[src/rtl/hemaia_mem_chip_guard.sv]
`default_nettype none
// ============================================================================
// Module   : hemaia_mem_chip_guard
// Purpose  : AXI4 chip-ID guard placed upstream of the memory system master
//            port. AW/AR whose chip-ID field (address bits at and above
//            CHIP_ID_LSB) equals chip_id_i pass through combinationally.
//            Others are accepted locally and answered with DECERR once all
//            forwarded traffic of that direction has drained, so AXI
//            ordering is kept. Forwarded AW/AR are capped at MAX_OUTSTANDING.
// Ports    : clk_i      - clock
//            rst_ni     - asynchronous active-low reset
//            chip_id_i  - local chip ID (quasi-static)
//            slv_req_i  - upstream request (AW/W/AR + B/R ready)
//            slv_rsp_o  - upstream response
//            mst_req_o  - request towards the memory system
//            mst_rsp_i  - response from the memory system
//            err_cnt_o  - saturating count of rejected AW/AR
// Config   : HEMAIA_MEM_GUARD_ERR_CNT_EN - when defined, err_cnt_o counts
//            rejected AW/AR; otherwise it is tied to zero.
// Revision : 1.0 - initial release
// ============================================================================

package hemaia_mem_chip_guard_pkg;

    typedef struct packed {
        logic [3:0]  id;
        logic [47:0] addr;
        logic [7:0]  len;
        logic [2:0]  size;
        logic [1:0]  burst;
        logic [3:0]  cache;
        logic [2:0]  prot;
    } axi_ax_t;

    typedef struct packed {
        logic [63:0] data;
        logic [7:0]  strb;
        logic        last;
    } axi_w_t;

    typedef struct packed {
        logic [3:0] id;
        logic [1:0] resp;
    } axi_b_t;

    typedef struct packed {
        logic [3:0]  id;
        logic [63:0] data;
        logic [1:0]  resp;
        logic        last;
    } axi_r_t;

    typedef struct packed {
        axi_ax_t aw;
        logic    aw_valid;
        axi_w_t  w;
        logic    w_valid;
        logic    b_ready;
        axi_ax_t ar;
        logic    ar_valid;
        logic    r_ready;
    } axi_req_t;

    typedef struct packed {
        logic   aw_ready;
        logic   ar_ready;
        logic   w_ready;
        logic   b_valid;
        axi_b_t b;
        logic   r_valid;
        axi_r_t r;
    } axi_rsp_t;

    localparam logic [1:0] c_RESP_OKAY   = 2'b00;
    localparam logic [1:0] c_RESP_DECERR = 2'b11;

endpackage

module hemaia_mem_chip_guard #(
    parameter type         AXI_REQ_T       = hemaia_mem_chip_guard_pkg::axi_req_t,
    parameter type         AXI_RSP_T       = hemaia_mem_chip_guard_pkg::axi_rsp_t,
    parameter type         CHIP_ID_T       = logic [7:0],
    parameter int unsigned ADDR_WIDTH      = 48,
    parameter int unsigned CHIP_ID_LSB     = 40,
    parameter int unsigned MAX_OUTSTANDING = 16
) (
    input  logic        clk_i,
    input  logic        rst_ni,
    input  CHIP_ID_T    chip_id_i,
    input  AXI_REQ_T    slv_req_i,
    output AXI_RSP_T    slv_rsp_o,
    output AXI_REQ_T    mst_req_o,
    input  AXI_RSP_T    mst_rsp_i,
    output logic [15:0] err_cnt_o
);

    localparam int unsigned c_CNT_W = $clog2(MAX_OUTSTANDING + 1);
    localparam int unsigned c_ID_W  = $bits(slv_rsp_o.b.id);
    localparam int unsigned c_LEN_W = $bits(slv_req_i.ar.len);

    localparam logic [c_CNT_W-1:0] c_CNT_ZERO = '0;
    localparam logic [c_CNT_W-1:0] c_CNT_ONE  = c_CNT_W'(1);
    localparam logic [c_CNT_W-1:0] c_CNT_MAX  = c_CNT_W'(MAX_OUTSTANDING);
    localparam logic [c_LEN_W-1:0] c_LEN_ONE  = c_LEN_W'(1);
    localparam logic [1:0]         c_DECERR   = 2'b11;

    localparam logic [1:0] c_W_PASS   = 2'd0;
    localparam logic [1:0] c_W_DRAIN  = 2'd1;
    localparam logic [1:0] c_W_ABSORB = 2'd2;
    localparam logic [1:0] c_W_RESP   = 2'd3;

    localparam logic [1:0] c_R_PASS  = 2'd0;
    localparam logic [1:0] c_R_DRAIN = 2'd1;
    localparam logic [1:0] c_R_BURST = 2'd2;

    logic [1:0]         r_w_state;
    logic [1:0]         r_r_state;
    logic [c_CNT_W-1:0] r_aw_out;
    logic [c_CNT_W-1:0] r_w_out;
    logic [c_CNT_W-1:0] r_ar_out;
    logic [c_ID_W-1:0]  r_w_id;
    logic [c_ID_W-1:0]  r_r_id;
    logic [c_LEN_W-1:0] r_ar_len;
    logic [c_LEN_W-1:0] r_r_beat;

    logic [ADDR_WIDTH-1:0] w_aw_addr;
    logic [ADDR_WIDTH-1:0] w_ar_addr;
    CHIP_ID_T              w_aw_chip;
    CHIP_ID_T              w_ar_chip;
    logic                  w_aw_match;
    logic                  w_ar_match;
    logic                  w_aw_room;
    logic                  w_ar_room;
    logic                  w_w_open;
    logic                  w_aw_fwd_hs;
    logic                  w_w_fwd_last;
    logic                  w_b_hs;
    logic                  w_ar_fwd_hs;
    logic                  w_r_last_hs;
    logic                  w_aw_rej;
    logic                  w_ar_rej;
    logic                  w_err_w_done;
    logic                  w_err_b_hs;
    logic                  w_err_r_hs;
    logic                  w_err_r_last;

    // Chip-ID field extraction; the shift reads the full address so the whole
    // vector participates.
    assign w_aw_addr  = slv_req_i.aw.addr;
    assign w_ar_addr  = slv_req_i.ar.addr;
    assign w_aw_chip  = CHIP_ID_T'(w_aw_addr >> CHIP_ID_LSB);
    assign w_ar_chip  = CHIP_ID_T'(w_ar_addr >> CHIP_ID_LSB);
    assign w_aw_match = (w_aw_chip == chip_id_i);
    assign w_ar_match = (w_ar_chip == chip_id_i);

    // Limits use the registered counts, so a same-cycle decrement never
    // unblocks a stalled request.
    assign w_aw_room = (r_aw_out < c_CNT_MAX);
    assign w_ar_room = (r_ar_out < c_CNT_MAX);
    assign w_w_open  = (r_w_out != c_CNT_ZERO);

    assign w_aw_fwd_hs  = mst_req_o.aw_valid & mst_rsp_i.aw_ready;
    assign w_w_fwd_last = mst_req_o.w_valid & mst_rsp_i.w_ready & slv_req_i.w.last;
    assign w_b_hs       = mst_rsp_i.b_valid & mst_req_o.b_ready;
    assign w_ar_fwd_hs  = mst_req_o.ar_valid & mst_rsp_i.ar_ready;
    assign w_r_last_hs  = mst_rsp_i.r_valid & mst_req_o.r_ready & mst_rsp_i.r.last;

    assign w_aw_rej     = (r_w_state == c_W_PASS) & slv_req_i.aw_valid & ~w_aw_match;
    assign w_ar_rej     = (r_r_state == c_R_PASS) & slv_req_i.ar_valid & ~w_ar_match;
    assign w_err_w_done = (r_w_state == c_W_ABSORB) & slv_req_i.w_valid & slv_req_i.w.last;
    assign w_err_b_hs   = (r_w_state == c_W_RESP) & slv_req_i.b_ready;
    assign w_err_r_hs   = (r_r_state == c_R_BURST) & slv_req_i.r_ready;
    assign w_err_r_last = (r_r_beat == r_ar_len);

    // Channel muxing: payloads always pass through, only handshakes are gated.
    always_comb begin
        mst_req_o          = slv_req_i;
        mst_req_o.aw_valid = 1'b0;
        mst_req_o.w_valid  = 1'b0;
        mst_req_o.ar_valid = 1'b0;
        slv_rsp_o          = mst_rsp_i;
        slv_rsp_o.aw_ready = 1'b0;
        slv_rsp_o.w_ready  = 1'b0;
        slv_rsp_o.ar_ready = 1'b0;

        // Ready is qualified with valid so an idle channel reports not-ready.
        if (r_w_state == c_W_PASS) begin
            if (w_aw_match) begin
                if (w_aw_room) begin
                    mst_req_o.aw_valid = slv_req_i.aw_valid;
                    slv_rsp_o.aw_ready = mst_rsp_i.aw_ready & slv_req_i.aw_valid;
                end
            end else begin
                slv_rsp_o.aw_ready = slv_req_i.aw_valid;
            end
        end

        // W beats only flow once their AW has gone downstream; a rejected
        // burst is swallowed here without forwarding.
        if (r_w_state == c_W_ABSORB) begin
            slv_rsp_o.w_ready = 1'b1;
        end else if (w_w_open) begin
            mst_req_o.w_valid = slv_req_i.w_valid;
            slv_rsp_o.w_ready = mst_rsp_i.w_ready;
        end

        if (r_w_state == c_W_RESP) begin
            mst_req_o.b_ready = 1'b0;
            slv_rsp_o.b_valid = 1'b1;
            slv_rsp_o.b       = '0;
            slv_rsp_o.b.id    = r_w_id;
            slv_rsp_o.b.resp  = c_DECERR;
        end

        if (r_r_state == c_R_PASS) begin
            if (w_ar_match) begin
                if (w_ar_room) begin
                    mst_req_o.ar_valid = slv_req_i.ar_valid;
                    slv_rsp_o.ar_ready = mst_rsp_i.ar_ready & slv_req_i.ar_valid;
                end
            end else begin
                slv_rsp_o.ar_ready = slv_req_i.ar_valid;
            end
        end

        if (r_r_state == c_R_BURST) begin
            mst_req_o.r_ready = 1'b0;
            slv_rsp_o.r_valid = 1'b1;
            slv_rsp_o.r       = '0;
            slv_rsp_o.r.id    = r_r_id;
            slv_rsp_o.r.resp  = c_DECERR;
            slv_rsp_o.r.last  = w_err_r_last;
        end
    end

    function automatic logic [c_CNT_W-1:0] f_cnt_next(
        input logic [c_CNT_W-1:0] cnt,
        input logic               inc,
        input logic               dec
    );
        if (inc && !dec) begin
            return cnt + c_CNT_ONE;
        end else if (!inc && dec) begin
            return cnt - c_CNT_ONE;
        end
        return cnt;
    endfunction

    always_ff @(posedge clk_i or negedge rst_ni) begin
        if (!rst_ni) begin
            r_aw_out <= '0;
            r_w_out  <= '0;
            r_ar_out <= '0;
        end else begin
            r_aw_out <= f_cnt_next(r_aw_out, w_aw_fwd_hs, w_b_hs);
            r_w_out  <= f_cnt_next(r_w_out, w_aw_fwd_hs, w_w_fwd_last);
            r_ar_out <= f_cnt_next(r_ar_out, w_ar_fwd_hs, w_r_last_hs);
        end
    end

    // Write side. The error burst is terminated on wlast regardless of the
    // latched AWLEN.
    always_ff @(posedge clk_i or negedge rst_ni) begin
        if (!rst_ni) begin
            r_w_state <= c_W_PASS;
            r_w_id    <= '0;
        end else begin
            case (r_w_state)
                c_W_PASS: begin
                    if (w_aw_rej) begin
                        r_w_id    <= slv_req_i.aw.id;
                        r_w_state <= c_W_DRAIN;
                    end
                end
                c_W_DRAIN: begin
                    // All B back implies all forwarded W delivered as well.
                    if (r_aw_out == c_CNT_ZERO) begin
                        r_w_state <= c_W_ABSORB;
                    end
                end
                c_W_ABSORB: begin
                    if (w_err_w_done) begin
                        r_w_state <= c_W_RESP;
                    end
                end
                c_W_RESP: begin
                    if (w_err_b_hs) begin
                        r_w_state <= c_W_PASS;
                    end
                end
                default: r_w_state <= c_W_PASS;
            endcase
        end
    end

    always_ff @(posedge clk_i or negedge rst_ni) begin
        if (!rst_ni) begin
            r_r_state <= c_R_PASS;
            r_r_id    <= '0;
            r_ar_len  <= '0;
            r_r_beat  <= '0;
        end else begin
            case (r_r_state)
                c_R_PASS: begin
                    if (w_ar_rej) begin
                        r_r_id    <= slv_req_i.ar.id;
                        r_ar_len  <= slv_req_i.ar.len;
                        r_r_beat  <= '0;
                        r_r_state <= c_R_DRAIN;
                    end
                end
                c_R_DRAIN: begin
                    if (r_ar_out == c_CNT_ZERO) begin
                        r_r_state <= c_R_BURST;
                    end
                end
                c_R_BURST: begin
                    if (w_err_r_hs) begin
                        if (w_err_r_last) begin
                            r_r_state <= c_R_PASS;
                        end else begin
                            r_r_beat <= r_r_beat + c_LEN_ONE;
                        end
                    end
                end
                default: r_r_state <= c_R_PASS;
            endcase
        end
    end

`ifdef HEMAIA_MEM_GUARD_ERR_CNT_EN
    logic [15:0] r_err_cnt;
    logic [16:0] w_err_sum;

    // AW and AR rejects in the same cycle both count.
    assign w_err_sum = {1'b0, r_err_cnt} + {16'd0, w_aw_rej} + {16'd0, w_ar_rej};

    always_ff @(posedge clk_i or negedge rst_ni) begin
        if (!rst_ni) begin
            r_err_cnt <= '0;
        end else if (w_err_sum[16]) begin
            r_err_cnt <= 16'hFFFF;
        end else begin
            r_err_cnt <= w_err_sum[15:0];
        end
    end

    assign err_cnt_o = r_err_cnt;
`else
    assign err_cnt_o = '0;
`endif

endmodule
`default_nettype wire

[config.mk]
export PLATFORM = sky130hd
export DESIGN_NAME = hemaia_mem_chip_guard
export DESIGN_NICKNAME = d
export VERILOG_FILES = /design/src/rtl/hemaia_mem_chip_guard.sv
export SDC_FILE = /design/constraint.sdc
export NUM_CORES = 1
export LEC_CHECK = 0
export CAP_MARGIN = 20
export CORE_AREA = 5 5 247 249
export CTS_BUF_LIST = sky130_fd_sc_hd__clkbuf_16
export DETAILED_ROUTE_END_ITERATION = 10
export DIE_AREA = 0 0 252 254
export PLACE_DENSITY = 0.44
export RECOVER_POWER = 50
export SLEW_MARGIN = 20
export SYNTH_ARGS = -nofsm -noshare
export SYNTH_HDL_FRONTEND = slang
export SYNTH_SLANG_ARGS = --single-unit
[constraint.sdc]
create_clock -name clk_i -period 7.3 [get_ports clk_i]
set_input_delay 1.46 -clock clk_i [delete_from_list [all_inputs] [get_ports clk_i]]
set_output_delay 1.46 -clock clk_i [all_outputs]
set_load 0.01 [all_outputs]
==> impl_metrics.csv <==
group,metric,value,unit
pwr,fin_total_pwr,0.00155,W
setup_path,cp_data_required_time,5.84,ns
global_route,antenna_found_initial,18,
yosys,synth_top_cell_by_area,"buf_4",
floorplanning,die_area,64000,um^2
yosys,yosysWarnings,0,
setup_path,crit_chain,"clkdlybuf4s50_1 > xor2_1 > nor4_1 > nand2_1 > nor3_1 > clkdlybuf4s50_1",
sta,setup-violations-final,0,
yosys,yosys.cell_types.count,42,
cells_and_area,multiInputGateArea,2100,um^2
setup_path,path_class,"primary input to output port",
clock_tree,cts_hold_repair.buffers,0,
yosys,synth-seq-cells,43,
sta,setup_tns,0,ns
sta,hold_viol,0,
cells_and_area,layout-drive-gt1-share,6.78,%
yosys,ys.flop_type,"dfrtp_1",
cells_and_area,fin_util,11.7,%
placed_design,place_hpwl,29.3,mm
setup_path,startpoint_type,"primary input",
detailed_routing,wl,33.0,mm
floorplanning,die_x,252,um
pwr,p_leak,2.50,nW
hold_path,hp-class,"flop to flop",
sta,skew,0.00916,ns
clock_tree,cts_tree,"yes",
clock_tree,cts_root_buf,"clkbuf_16",
cells_and_area,design_area,6840,um^2
sta,slew_headroom,-71.5,%
cells_and_area,final_cells,1382,
yosys,synthCells,581,
setup_path,timing.critical_path.mode_cell,"clkdlybuf4s50_1",
cells_and_area,seq_area,1080,um^2
detailed_routing,via_count,3791,
global_route,grt_pass1_vias,4131,
placed_design,gp_congestion,0.723,
sta,tightestPinTransition,2.57,ns
clock_tree,clkLatencyLatePin,0.29,ns
detailed_routing,drtAntennaViolNets,0,
sta,min_period,5.15,ns
global_route,grt.overflow.total,0,
sta,rsz0062_at_grt,"false",
yosys,synthMostInstantiatedCell,"buf_4",
global_route,grtUsageTotal,9.64,%
floorplanning,start_util,8.52,%
placed_design,placedInstanceArea,6670,um^2
setup_path,cp_max_fo,3,
yosys,synth_area_leaders,"buf_4 (35%), dfrtp_1 (22%), and2_1 (8.5%), xnor2_1 (4.6%), ha_1 (4.3%)",
clock_tree,clock_sinks,43,
clock_tree,cts_resized,0,
placed_design,portBuffers,249,
clock_tree,htreeDepth,2,
status,outcome,"finished, violations left",
yosys,syn_avg_cell_area,8.58,um^2
floorplanning,coreArea,58500,um^2
yosys,async_reset_ff_share,100,%
global_route,grt_pass1_wl,40.6,mm
setup_path,crit_arrival,3.69,ns
sta,finalCritPeriodShare,70.5,%
yosys,ys_seq_area_share,21.6,%
yosys,yosys-top-cells-count,"buf_4 (233), and2_1 (68), dfrtp_1 (43)",
pwr,p_per_area,226,nW/um^2
detailed_routing,firstDrtPassIters,4,
clock_tree,clk_pin_slew,0.06,ns
detailed_routing,viasPerCell,2.74,
yosys,netlist.area_leader.share,35.1,%
placed_design,place_inst,1370,
setup_path,end_kind,"output port",
job,max_cap_viol_count,1,
floorplanning,rows,89,
clock_tree,cts_buffers,5,
sta,fmax,0.194,GHz
cells_and_area,nets,938,
detailed_routing,wl_per_cell,23.9,um
pwr,vdd_drop_max,115,uV
clock_tree,cts_max_path_buffers,2,
yosys,synth_edf_count,0,
setup_path,cp_slowest_cell,"clkdlybuf4s50_1",
cells_and_area,area.growth.synth_to_final,37.3,%
cells_and_area,n_fill_cell,6757,
detailed_routing,drcViolationCount,0,
setup_path,slowest_delay,0.58,ns
sta,slew_violations,44,
floorplanning,fp.dieH,254,um
detailed_routing,drt_iter0_drc,70,
yosys,synth.cell_area,4980,um^2
floorplanning,io_pins,634,
global_route,grt_max_degree,44,
status,violations,"max-capacitance violations, max-slew violations",
clock_tree,postCtsSetupRepairBufs,0,
[logic make-up after synthesis]
kind of cell / after synthesis / synth area share (%)
AO/OA/AOI/OAI: 46 / 6.10
XOR/XNOR: 39 / 6.85
adder cells (fa/ha/maj): 20 / 5.47
buffers and inverters: 257 / 37.4
flip-flops: 43 / 21.6
multiplexers: 24 / 5.87
other: 1 / 0.0752
AND/OR/NAND/NOR: 151 / 16.6
[layer usage]
layer	wire length (um)	track usage (%)
met4	1390	3.61
met3	4240	5.77
met5	111	0
met1	10200	8.43
met2	17100	18.0
[worst max-delay path, delay by kind of cell]
| family | cells | cell delay (ns) |
|---|---|---|
| simple gates | 3 | 0.98 |
| xor+xnor | 1 | 0.20 |
| buf+inv | 2 | 1.04 |
[final timing paths]
path,start,end,slack [ns],cells past startpoint
worst max-delay path,chip_id_i[7],mst_req_o[1],2.15,6
worst min-delay path,r_w_out[4],r_w_out[4],0.47,1
worst max register to register,r_r_state[0],r_ar_out[4],4.09,11
worst min register to register,r_w_out[4],r_w_out[4],0.47,1
max in group asynchronous,rst_ni,r_r_beat[7],3.87,1
min in group asynchronous,rst_ni,r_w_id[0],1.96,1
[area by class of cell]
type / count / share of cell area, %
inverter: 8 / 0.439
sequential: 43 / 15.7
tap: 773 / 14.1
antenna: 4 / 0.146
clock buffer: 5 / 1.83
multi-input combinational: 296 / 30.7
timing repair buffer: 250 / 36.4
clock inverter: 3 / 0.567
[stage by stage]
step / setup WS (ns) / hold slack [ns]
after floorplan: 3.48 / 0.443
after global placement: 2.10 / 0.458
after detailed placement: 2.10 / 0.461
after CTS: 2.07 / 0.473
after global routing: 2.00 / 0.491
final: 2.15 / 0.470
[flip-flops by register name, summed over array words and instances, names as in the netlist]
signal	flops
r_r_state	2
r_w_out	5
r_r_beat	8
r_w_id	4
r_ar_len	8
r_r_id	4
r_aw_out	5
r_ar_out	5
r_w_state	2
[layout by cell type (no fill, tap or decap), types with 4 or more instances in the layout]
cell type        count
a21o_1               9
a21oi_1             10
and2_1              68
and3_1               4
clkbuf_16            5
clkdlybuf4s50_1    247
conb_1              16
dfrtp_1             43
diode_2              4
ha_1                17
inv_1                8
mux2_2              18
mux2_4               6
nand2_1             29
nand2b_1             5
nand3_1              6
nand4_1              5
nor2_1              15
nor2b_1              6
o21ai_0             12
or2_2                4
xnor2_1             26
xor2_1              13
[where the power goes]
part           leakage [nW]  switching [W]  internal [W]
Sequential            0.529      0.0000903      0.000340
Combinational          1.89       0.000398      0.000462
Clock                0.0813      0.0000973      0.000160
Total                  2.50       0.000586      0.000962
Power figures use the tool's default switching activity.
